--- config.mk ---
export PLATFORM = sky130hd
export DESIGN_NAME = cache_axi_master
export DESIGN_NICKNAME = d
export VERILOG_FILES = /design/src/rtl/cache_axi_pkg.sv /design/src/rtl/cache_line_buffer.sv /design/src/rtl/cache_axi_master.sv
export SDC_FILE = /design/constraint.sdc
export NUM_CORES = 1
export LEC_CHECK = 0
export CORE_AREA = 3 3 483 485
export CTS_CLUSTER_DIAMETER = 200
export DETAILED_ROUTE_END_ITERATION = 10
export DIE_AREA = 0 0 486 488
export PLACE_DENSITY = 0.39
export SYNTH_ARGS = -nofsm -noshare
export SYNTH_HDL_FRONTEND = slang
export SYNTH_HIERARCHICAL = 1
export SYNTH_SLANG_ARGS = --single-unit
--- constraint.sdc ---
create_clock -name clk -period 2.9 [get_ports clk]
set_input_delay 0.58 -clock clk [delete_from_list [all_inputs] [get_ports clk]]
set_output_delay 0.58 -clock clk [all_outputs]
set_load 0.01 [all_outputs]
--- src/rtl/cache_axi_pkg.sv ---
// Shared types and constants for the cache AXI4 master bridge.
// States, AXI encodings and burst geometry helpers.
package cache_axi_pkg;

  typedef enum logic [2:0] {
    IDLE,
    WB_CAP,
    AW,
    W,
    B,
    AR,
    R,
    LD
  } state_t;

  localparam logic [1:0] BURST_INCR  = 2'b01;
  localparam logic [1:0] RESP_OKAY   = 2'b00;
  localparam logic [1:0] RESP_SLVERR = 2'b10;

  function automatic int calc_blocks(input int block_size,
                                     input int data_size);
    return (2 ** block_size) / (data_size / 8);
  endfunction

  function automatic int calc_axsize(input int data_size);
    return $clog2(data_size / 8);
  endfunction

endpackage

--- src/rtl/cache_line_buffer.sv ---
// One cache line of storage: whole-line load, indexed word write,
// indexed word read and full-line output.
module cache_line_buffer #(
  parameter int BLOCKS    = 16,
  parameter int DATA_SIZE = 32,
  parameter int IDX_W     = 4
) (
  input  logic                             clk,
  input  logic                             rst_n,
  input  logic                             load_en,
  input  logic [BLOCKS-1:0][DATA_SIZE-1:0] load_data,
  input  logic                             wr_en,
  input  logic [IDX_W-1:0]                 wr_idx,
  input  logic [DATA_SIZE-1:0]             wr_data,
  input  logic [IDX_W-1:0]                 rd_idx,
  output logic [DATA_SIZE-1:0]             rd_data,
  output logic [BLOCKS-1:0][DATA_SIZE-1:0] line
);

  logic [BLOCKS-1:0][DATA_SIZE-1:0] mem;

  // Line load wins over a single-word write; both never coincide.
  always_ff @(posedge clk or negedge rst_n) begin
    if (!rst_n) begin
      mem <= '0;
    end else if (load_en) begin
      mem <= load_data;
    end else if (wr_en) begin
      mem[wr_idx] <= wr_data;
    end
  end

  assign rd_data = mem[rd_idx];
  assign line    = mem;

endmodule

--- src/rtl/cache_axi_master.sv ---
// Line-granular AXI4 master: write-back and refill bursts, one at a time.
// Optional watchdog enabled with macro AXI_TIMEOUT_EN.
module cache_axi_master
  import cache_axi_pkg::*;
#(
  parameter int ADDR_SIZE  = 32,
  parameter int DATA_SIZE  = 32,
  parameter int BLOCK_SIZE = 6,
  parameter int BLOCKS     = calc_blocks(BLOCK_SIZE, DATA_SIZE),
  parameter int ID_W       = 4,
  parameter int AXI_ID     = 0,
  parameter int TIMEOUT    = 1024
) (
  input  logic                             clk,
  input  logic                             rst_n,
  input  logic                             addr_valid_in,
  input  logic [ADDR_SIZE-1:0]             addr_in,
  input  logic                             rw_in,
  output logic                             busy,
  input  logic                             valid_wb,
  output logic                             ready_wb,
  input  logic [BLOCKS-1:0][DATA_SIZE-1:0] data_wb,
  output logic                             valid_ld,
  input  logic                             ready_ld,
  output logic [BLOCKS-1:0][DATA_SIZE-1:0] data_ld,
  output logic                             err,
  output logic [ID_W-1:0]                  awid,
  output logic [ADDR_SIZE-1:0]             awaddr,
  output logic [7:0]                       awlen,
  output logic [2:0]                       awsize,
  output logic [1:0]                       awburst,
  output logic                             awvalid,
  input  logic                             awready,
  output logic [DATA_SIZE-1:0]             wdata,
  output logic [DATA_SIZE/8-1:0]           wstrb,
  output logic                             wlast,
  output logic                             wvalid,
  input  logic                             wready,
  output logic                             bready,
  input  logic [ID_W-1:0]                  bid,
  input  logic [1:0]                       bresp,
  input  logic                             bvalid,
  output logic [ID_W-1:0]                  arid,
  output logic [ADDR_SIZE-1:0]             araddr,
  output logic [7:0]                       arlen,
  output logic [2:0]                       arsize,
  output logic [1:0]                       arburst,
  output logic                             arvalid,
  input  logic                             arready,
  output logic                             rready,
  input  logic [ID_W-1:0]                  rid,
  input  logic [DATA_SIZE-1:0]             rdata,
  input  logic [1:0]                       rresp,
  input  logic                             rlast,
  input  logic                             rvalid
);

  localparam int IDX_W = $clog2(BLOCKS);
  localparam logic [IDX_W-1:0] LAST = IDX_W'(BLOCKS - 1);
  localparam logic [2:0] AXSIZE = 3'(calc_axsize(DATA_SIZE));
  localparam logic [7:0] AXLEN = 8'(BLOCKS - 1);

  state_t state_q, state_d;
  logic [IDX_W-1:0] cnt_q, cnt_d;
  logic err_q, err_d;
  logic [ADDR_SIZE-1:0] addr_q;
  logic tmo_fire;

  assign busy     = state_q != IDLE;
  assign ready_wb = state_q == WB_CAP;
  assign awvalid  = state_q == AW;
  assign wvalid   = state_q == W;
  assign wlast    = (state_q == W) && (cnt_q == LAST);
  assign bready   = state_q == B;
  assign arvalid  = state_q == AR;
  assign rready   = state_q == R;
  assign valid_ld = state_q == LD;
  assign err      = err_q;

  assign awid    = ID_W'(AXI_ID);
  assign arid    = ID_W'(AXI_ID);
  assign awaddr  = addr_q;
  assign araddr  = addr_q;
  assign awlen   = AXLEN;
  assign arlen   = AXLEN;
  assign awsize  = AXSIZE;
  assign arsize  = AXSIZE;
  assign awburst = BURST_INCR;
  assign arburst = BURST_INCR;
  assign wstrb   = '1;

  cache_line_buffer #(
    .BLOCKS    (BLOCKS),
    .DATA_SIZE (DATA_SIZE),
    .IDX_W     (IDX_W)
  ) u_buf (
    .clk       (clk),
    .rst_n     (rst_n),
    .load_en   ((state_q == WB_CAP) && valid_wb),
    .load_data (data_wb),
    .wr_en     ((state_q == R) && rvalid),
    .wr_idx    (cnt_q),
    .wr_data   (rdata),
    .rd_idx    (cnt_q),
    .rd_data   (wdata),
    .line      (data_ld)
  );

`ifdef AXI_TIMEOUT_EN
  localparam int TW = $clog2(TIMEOUT + 1);
  logic [TW-1:0] tmo_q;
  logic tmo_act, tmo_hs;

  assign tmo_act = state_q inside {AW, W, B, AR, R};
  assign tmo_hs = (awvalid & awready) | (wvalid & wready) |
                  (bvalid & bready) | (arvalid & arready) |
                  (rvalid & rready);
  assign tmo_fire = tmo_act & ~tmo_hs &
                    (tmo_q == TW'(TIMEOUT - 1));

  // Watchdog: counts stalled cycles since the last handshake.
  always_ff @(posedge clk or negedge rst_n) begin
    if (!rst_n) begin
      tmo_q <= '0;
    end else if (!tmo_act || tmo_hs) begin
      tmo_q <= '0;
    end else begin
      tmo_q <= tmo_q + 1'b1;
    end
  end
`else
  logic [31:0] unused_tmo;
  assign tmo_fire   = 1'b0;
  assign unused_tmo = 32'(TIMEOUT);
`endif

  logic unused_in;
  assign unused_in = ^{rid, bid, addr_in[BLOCK_SIZE-1:0]};

  // Next state, beat counter and sticky error.
  always_comb begin
    state_d = state_q;
    cnt_d   = cnt_q;
    err_d   = err_q;
    unique case (state_q)
      IDLE: if (addr_valid_in) state_d = rw_in ? WB_CAP : AR;
      WB_CAP: if (valid_wb) state_d = AW;
      AW: if (awready) begin
        state_d = W;
        cnt_d   = '0;
      end
      W: if (wready) begin
        if (cnt_q == LAST) state_d = B;
        else cnt_d = cnt_q + 1'b1;
      end
      B: if (bvalid) begin
        state_d = IDLE;
        if (bresp != RESP_OKAY) err_d = 1'b1;
      end
      AR: if (arready) begin
        state_d = R;
        cnt_d   = '0;
      end
      R: if (rvalid) begin
        if (rresp != RESP_OKAY) err_d = 1'b1;
        if (rlast || cnt_q == LAST) begin
          state_d = LD;
          if (rlast != (cnt_q == LAST)) err_d = 1'b1;
        end else begin
          cnt_d = cnt_q + 1'b1;
        end
      end
      LD: if (ready_ld) state_d = IDLE;
      default: state_d = IDLE;
    endcase
    if (tmo_fire) begin
      err_d   = 1'b1;
      state_d = (state_q == AR || state_q == R) ? LD : IDLE;
    end
  end

  // State, counter, error and latched line address.
  always_ff @(posedge clk or negedge rst_n) begin
    if (!rst_n) begin
      state_q <= IDLE;
      cnt_q   <= '0;
      err_q   <= 1'b0;
      addr_q  <= '0;
    end else begin
      state_q <= state_d;
      cnt_q   <= cnt_d;
      err_q   <= err_d;
      if (state_q == IDLE && addr_valid_in) begin
        addr_q <= {addr_in[ADDR_SIZE-1:BLOCK_SIZE],
                   BLOCK_SIZE'(0)};
      end
    end
  end

endmodule

Yosys cells after proc, flatten, opt, wreduce, memory -nomap -nowiden
Cells that the tools add are included.

Bits in registers: 546. Bits in latches: 0. Memory bits (writable): 0. ROM bits: 0. Input port bits: 600. Output and inout port bits: 656. Logic and storage cells: 94. Memories kept: 0.

Add/sub/neg operators: 1. Multipliers: 0. Div/mod/pow operators: 0. Magnitude comparators: 2. Eq/ne operators: 22. Shifts and indexed selects: 0. Muxes and demuxes: 33. Bitwise logic cells: 0. Reductions and logical operators: 16.

Operator list (count): $mux W512 (2); $bwmux W512 (1); $bmux W32 S4 (1); $demux W32 S4 (1); $mux W32 (2); $mux W3 (11); $mux W4 (6); $pmux W3 S8 (1); $ne A2 B1 Y1 const B (9); $pmux W4 S4 (1); $eq A3 B3 Y1 const B (4); $reduce_and A10 Y1 (1); $ne A2 B2 Y1 const B (4); $reduce_bool A2 Y1 (4); $reduce_and A7 Y1 (1); $eq A3 B2 Y1 const B (2); $mux W1 (6); $logic_and A1 B1 Y1 (5); $lt A4 B5 Y1 const B (1); $add A4 B1 Y4 const B (1); $eq A4 B4 Y1 const B (1); $ge A4 B1 Y1 const B (1); $reduce_and A4 Y1 (1); $reduce_bool A4 Y1 (1); other kinds (6) (6).

Logic depth before layout (Yosys ltp)
Word-level depth: 7. Mapped depth: 10. Gate-level depth less buffers: 7.

Hierarchy
The synthesis kept the hierarchy.

By module, submodules not included: cache_line_buffer (times used 1, cells an instance 3253, area each 28626.2 um^2, seq. area each 12812.3 um^2); cache_axi_master (times used 1, cells an instance 219, area each 2292.2 um^2, seq. area each 850.8 um^2).

Least setup slack after synthesis
OpenSTA, ideal clock, no wires.

Path kind: register to output. Start: register cnt_q[0]. End: output wdata[10]. Arrival: 1.784 ns. Data required time: 2.320 ns. Slack: 0.536 ns. Stages on the path, launching flop included: 6. Path buffers: 2. Cells stage by stage: dfrtp_1 > buf_2 > buf_2 > mux4_2 > a22oi_1 > nand2_1.

Longest elaborated chain between the ends: 2.

Ends and longest elaborated chain: start, declared (RTL line cache_axi_master.sv:64) `logic [IDX_W-1:0] cnt_q, cnt_d;`; start signal, assigned (RTL line cache_axi_master.sv:191) `cnt_q <= cnt_d;`; $bmux W32 S4 (RTL line cache_line_buffer.sv:33) `assign rd_data = mem[rd_idx];`; $mux W32 (implied by the code) (RTL line cache_line_buffer.sv:33); end, declared (RTL line cache_axi_master.sv:34) `output logic [DATA_SIZE-1:0] wdata,`.

Every way passes these cells. The select of a mux whose other input is x is not followed.

Worst setup path in the final report
Start: register cnt_q[0]. End: output wdata[18].

Same word-level chain as after synthesis.

==> results.md <==
| Group | Quantity | This run |
|:---|:---|:---|
| status | Outcome | finished, violations left |
| status | Failing checks | setup timing |
| clock network | Htree depth | 3 |
| sta | Transition at the pin with the smallest max-transition slack | 0.844 ns |
| detailed routing | Post-route antenna net violation count | 0 |
| clock network | CTS root buf | sky130_fd_sc_hd__clkbuf_16 |
| detailed routing | Average wire per standard cell | 33.7 µm |
| worst setup path | Critical path buffer and inverter count | 6 |
| global route | Number of antenna violations at the first check in global routing | 98 |
| die | Cell row count | 176 |
| sta | Final period util | 1.24 |
| yosys | Synth async-reset ratio | 1.00 |
| global route | Vias in the first global route | 36.6k |
| finish | Layout net count | 5260 |
| placement | Dpl cell area | 48300 µm² |
| placement | Post-placement worst setup slack | -0.756 ns |
| clock network | TritonCTS clock tree | built |
| worst setup path | CP max FO | 4 |
| sta | Setup repair after global routing missed its margin | yes |
| clock network | Clock latency on the worst-skew pair | 0.73 ns |
| yosys | Sequential area share after synthesis | 0.442 |
| clock network | Buffers from clock root to sink, at most | 3 |
| pwr | Total power divided by cell area | 1120 nW/µm² |
| die | Die Ht | 488 µm |
| sta | Final clock skew | 0.0370 ns |
| worst setup path | Delay contributed by the slowest stage of the critical path | 0.50 ns |
| yosys | Count of flip-flops with a built-in enable after synthesis | 0 |
| worst setup path | Most used cell along the critical path | sky130_fd_sc_hd__buf_12 |
| sta | Final count of pins violating max slew | 0 |
| placement | Number of placed instances with taps included | 7552 |
| hold path | Min-delay worst type | in2reg |
| sta | Count of endpoints failing setup in the final report | 33 |
| sta | Max transition margin | 0.438 |
| die | Area of the die | 237000 µm² |
| die | Die Wd | 486 µm |
| global route | Overall overflow remaining after global route | 0 |
| worst setup path | Startpoint class of the critical path | flip-flop |
| detailed routing | Vias | 36.4k |
| yosys | Leading area contributor after synthesis | sky130_fd_sc_hd__dfrtp_1 |
| detailed routing | Drt first pass iters | 5 |
| finish | Non-filler instance count after layout | 7765 |
| worst setup path | Kind of critical path | reg2out |
| die | Initial Util | 0.135 |
| clock network | Clk slew on worst S/H paths | 0.07 ns |
| detailed routing | DRC violation total after the first TritonRoute iteration | 3578 |
| pwr | VDD IR max | 0.000553 V |
| worst setup path | Crit-path cells | buf_12 -> buf_16 -> buf_12 -> buf_12 -> buf_8 -> mux4_2 -> a22oi_1 -> nand2_4 -> buf_12 |
| detailed routing | Overall routed net length | 262000 µm |
| clock network | CTS buffer count | 77 |
| worst setup path | Arrival @ worst endpoint | 3.01 ns |
| detailed routing | DR vias/cell | 4.68 |
| global route | First-pass GRT wire length | 346000 µm |
| yosys | Register bit total from synthesis | 546 |
| die | Core area | 230000 µm² |
| finish | Area growth from synthesis to final layout | 69.0% |
| yosys | Leading cell types by total area after synthesis | sky130_fd_sc_hd__dfrtp_1, sky130_fd_sc_hd__a31oi_1, sky130_fd_sc_hd__mux4_2, sky130_fd_sc_hd__nand3_1, sky130_fd_sc_hd__o21ai_0 |
| sta | Peak clock frequency supported by timing | 0.279 GHz |
| finish | Fin area | 52300 µm² |
| detailed routing | Total DRC errors in the routed layout | 0 |
| yosys | Netlist Area Pre-Place | 30900 µm² |
| sta | Number of hold violations in the final report | 0 |
| worst setup path | Master of the slowest instance on the critical path | sky130_fd_sc_hd__dfrtp_4 |
| clock network | Sink Count | 546 |
| global route | Largest net degree at the start of global routing | 84 |
| finish | Fraction of layout instances using a drive strength above 1 | 0.171 |
| pwr | Leakage power figure | 18.5 nW |
| placement | Post-detail-place hpwl | 200000 µm |
| worst setup path | Endpoint type of the worst setup path | output port |
| worst setup path | Cell class contributing the biggest share of worst-path delay | buffers and inverters |
| yosys | Unique cell type count in the Yosys netlist | 56 |
| yosys | Cells after Synth | 3472 |
| sta | Fin worst setup slack | -0.688 ns |
| yosys | Most used flip-flop cell after synthesis | sky130_fd_sc_hd__dfrtp_1 |
| sta | Post-layout minimum cycle time | 3.59 ns |
| yosys | Syn Area/Cell | 8.91 µm² |
| yosys | YS warnings | 6 |
| yosys | Most used standard cell by instance count after synthesis | sky130_fd_sc_hd__dfrtp_1 |
| placement | Routability-driven placement congestion ratio | 0.871 |
| yosys | Top post-synthesis cells by count | sky130_fd_sc_hd__dfrtp_1, sky130_fd_sc_hd__nor2_1, sky130_fd_sc_hd__nand3_1 |
| yosys | Proportion of netlist area held by the largest area contributor | 0.442 |
| placement | Port Buffer Count | 1191 |
| job | Number of max-cap violations | 0 |
| global route | Overall Global Routing Usage | 0.212 |
| die | Count of boundary I/O pins | 1256 |
| worst setup path | WP data required | 2.32 ns |
sequential cells by signal, summed over array words and instances, names as in the netlist:
name	flops
araddr	26
err	1
u_buf/line	512
cnt_q	4
state_q	3
final cells by class:
type | instances | area (µm²)
Clock inverter | 28 | 387
Tap cell | 3026 | 3790
Antenna cell | 27 | 67.6
Multi-Input combinational cell | 2435 | 15400
Fill cell | 25000 | 177000
Inverter | 12 | 52.6
Clock buffer | 110 | 2180
Sequential cell | 546 | 13700
Timing Repair Buffer | 1581 | 16700
path summary, 6_finish.rpt:
kind,slack (ns),endpoint,startpoint,depth (start not counted)
max,-0.69,wdata[18],cnt_q[0]$_DFFE_PN0P_,9
min,0.41,u_buf/line[305]$_DFFE_PN0P_,data_wb[305],3
max reg2reg,0.03,cnt_q[0]$_DFFE_PN0P_,cnt_q[0]$_DFFE_PN0P_,12
min reg2reg,0.49,err$_DFFE_PN0P_,err$_DFFE_PN0P_,1
max in group asynchronous,1.48,u_buf/line[237]$_DFFE_PN0P_,rst_n,3
min in group asynchronous,0.47,u_buf/line[34]$_DFFE_PN0P_,rst_n,2
what timing repair did:
item / CTS / global route
pin swaps: 36 / 27
endpoints found under the setup margin: 45 / 40
hold buffers: 1 / 0
setup buffers: 41 / 14
hold endpoints to repair: 37 / 0
gates resized for setup: 221 / 54
cloned: 5 / 0
per-layer routing:
metal  wire length (µm)  GRT usage  share of wire
met5                590          0         0.0023
met4              10600     0.0771          0.040
met3              25500     0.0731          0.097
met2             123000      0.352           0.47
met1             102000      0.252           0.39
tightest hold or removal path: cells and delay by family:
family / cells / cell delay, ns
buffers and inverters: 1 / 0.39
AO/OA/AOI/OAI: 1 / 0.05
AND/OR/NAND/NOR: 1 / 0.08
cells by family (layout without fill, tap and decap cells):
logic type      Yosys count  after routing  synth area share
compound gates         1102           1102             0.206
fa+ha+maj                 7              7           0.00283
buf+inv                 539           1731            0.0831
flops                   546            546             0.442
mux                     160            160             0.105
other cells               2             77          0.000243
simple gates           1116           1116             0.161
layout by cell type, fill, tap and decap left out, types with 13 or more instances in the layout:
cell,netlist,layout
sky130_fd_sc_hd__clkdlybuf4s50_1,0,1148
sky130_fd_sc_hd__clkbuf_1,303,21
sky130_fd_sc_hd__a31oi_1,512,512
sky130_fd_sc_hd__nor2_1,521,519
sky130_fd_sc_hd__a22oi_1,64,14
sky130_fd_sc_hd__mux4_2,129,129
sky130_fd_sc_hd__o21ai_1,38,38
sky130_fd_sc_hd__dfrtp_1,546,544
sky130_fd_sc_hd__a22oi_2,0,50
sky130_fd_sc_hd__diode_2,0,27
sky130_fd_sc_hd__o21ai_0,474,474
sky130_fd_sc_hd__nand3_1,516,514
sky130_fd_sc_hd__buf_6,4,54
sky130_fd_sc_hd__buf_12,0,117
sky130_fd_sc_hd__buf_4,94,226
sky130_fd_sc_hd__conb_1,2,50
sky130_fd_sc_hd__nand2_4,0,18
sky130_fd_sc_hd__nand2_1,38,13
sky130_fd_sc_hd__mux2_2,26,26
sky130_fd_sc_hd__clkbuf_16,0,78
metrics by stage:
step	setup TNS (ns)	util	hold WS (ns)	total power (W)
2_1_floorplan	0	-	0.284	0.0259
6_report	-19.34	0.228	0.413	0.0584
4_1_cts	-23.87	0.226	0.322	0.0589
3_5_place_dp	-6.57	0.210	0.483	0.0470
3_3_place_gp	-7.00	0.210	0.487	0.0470
5_1_grt	-23.01	0.227	0.374	0.0611
power breakdown:
group	switching, W	total, W	internal, W
sequential	0.00486	0.0164	0.0115
combinational	0.0159	0.0320	0.0160
clock	0.00424	0.0100	0.00581
total	0.0250	0.0584	0.0333
Power figures use the tool's default switching activity.
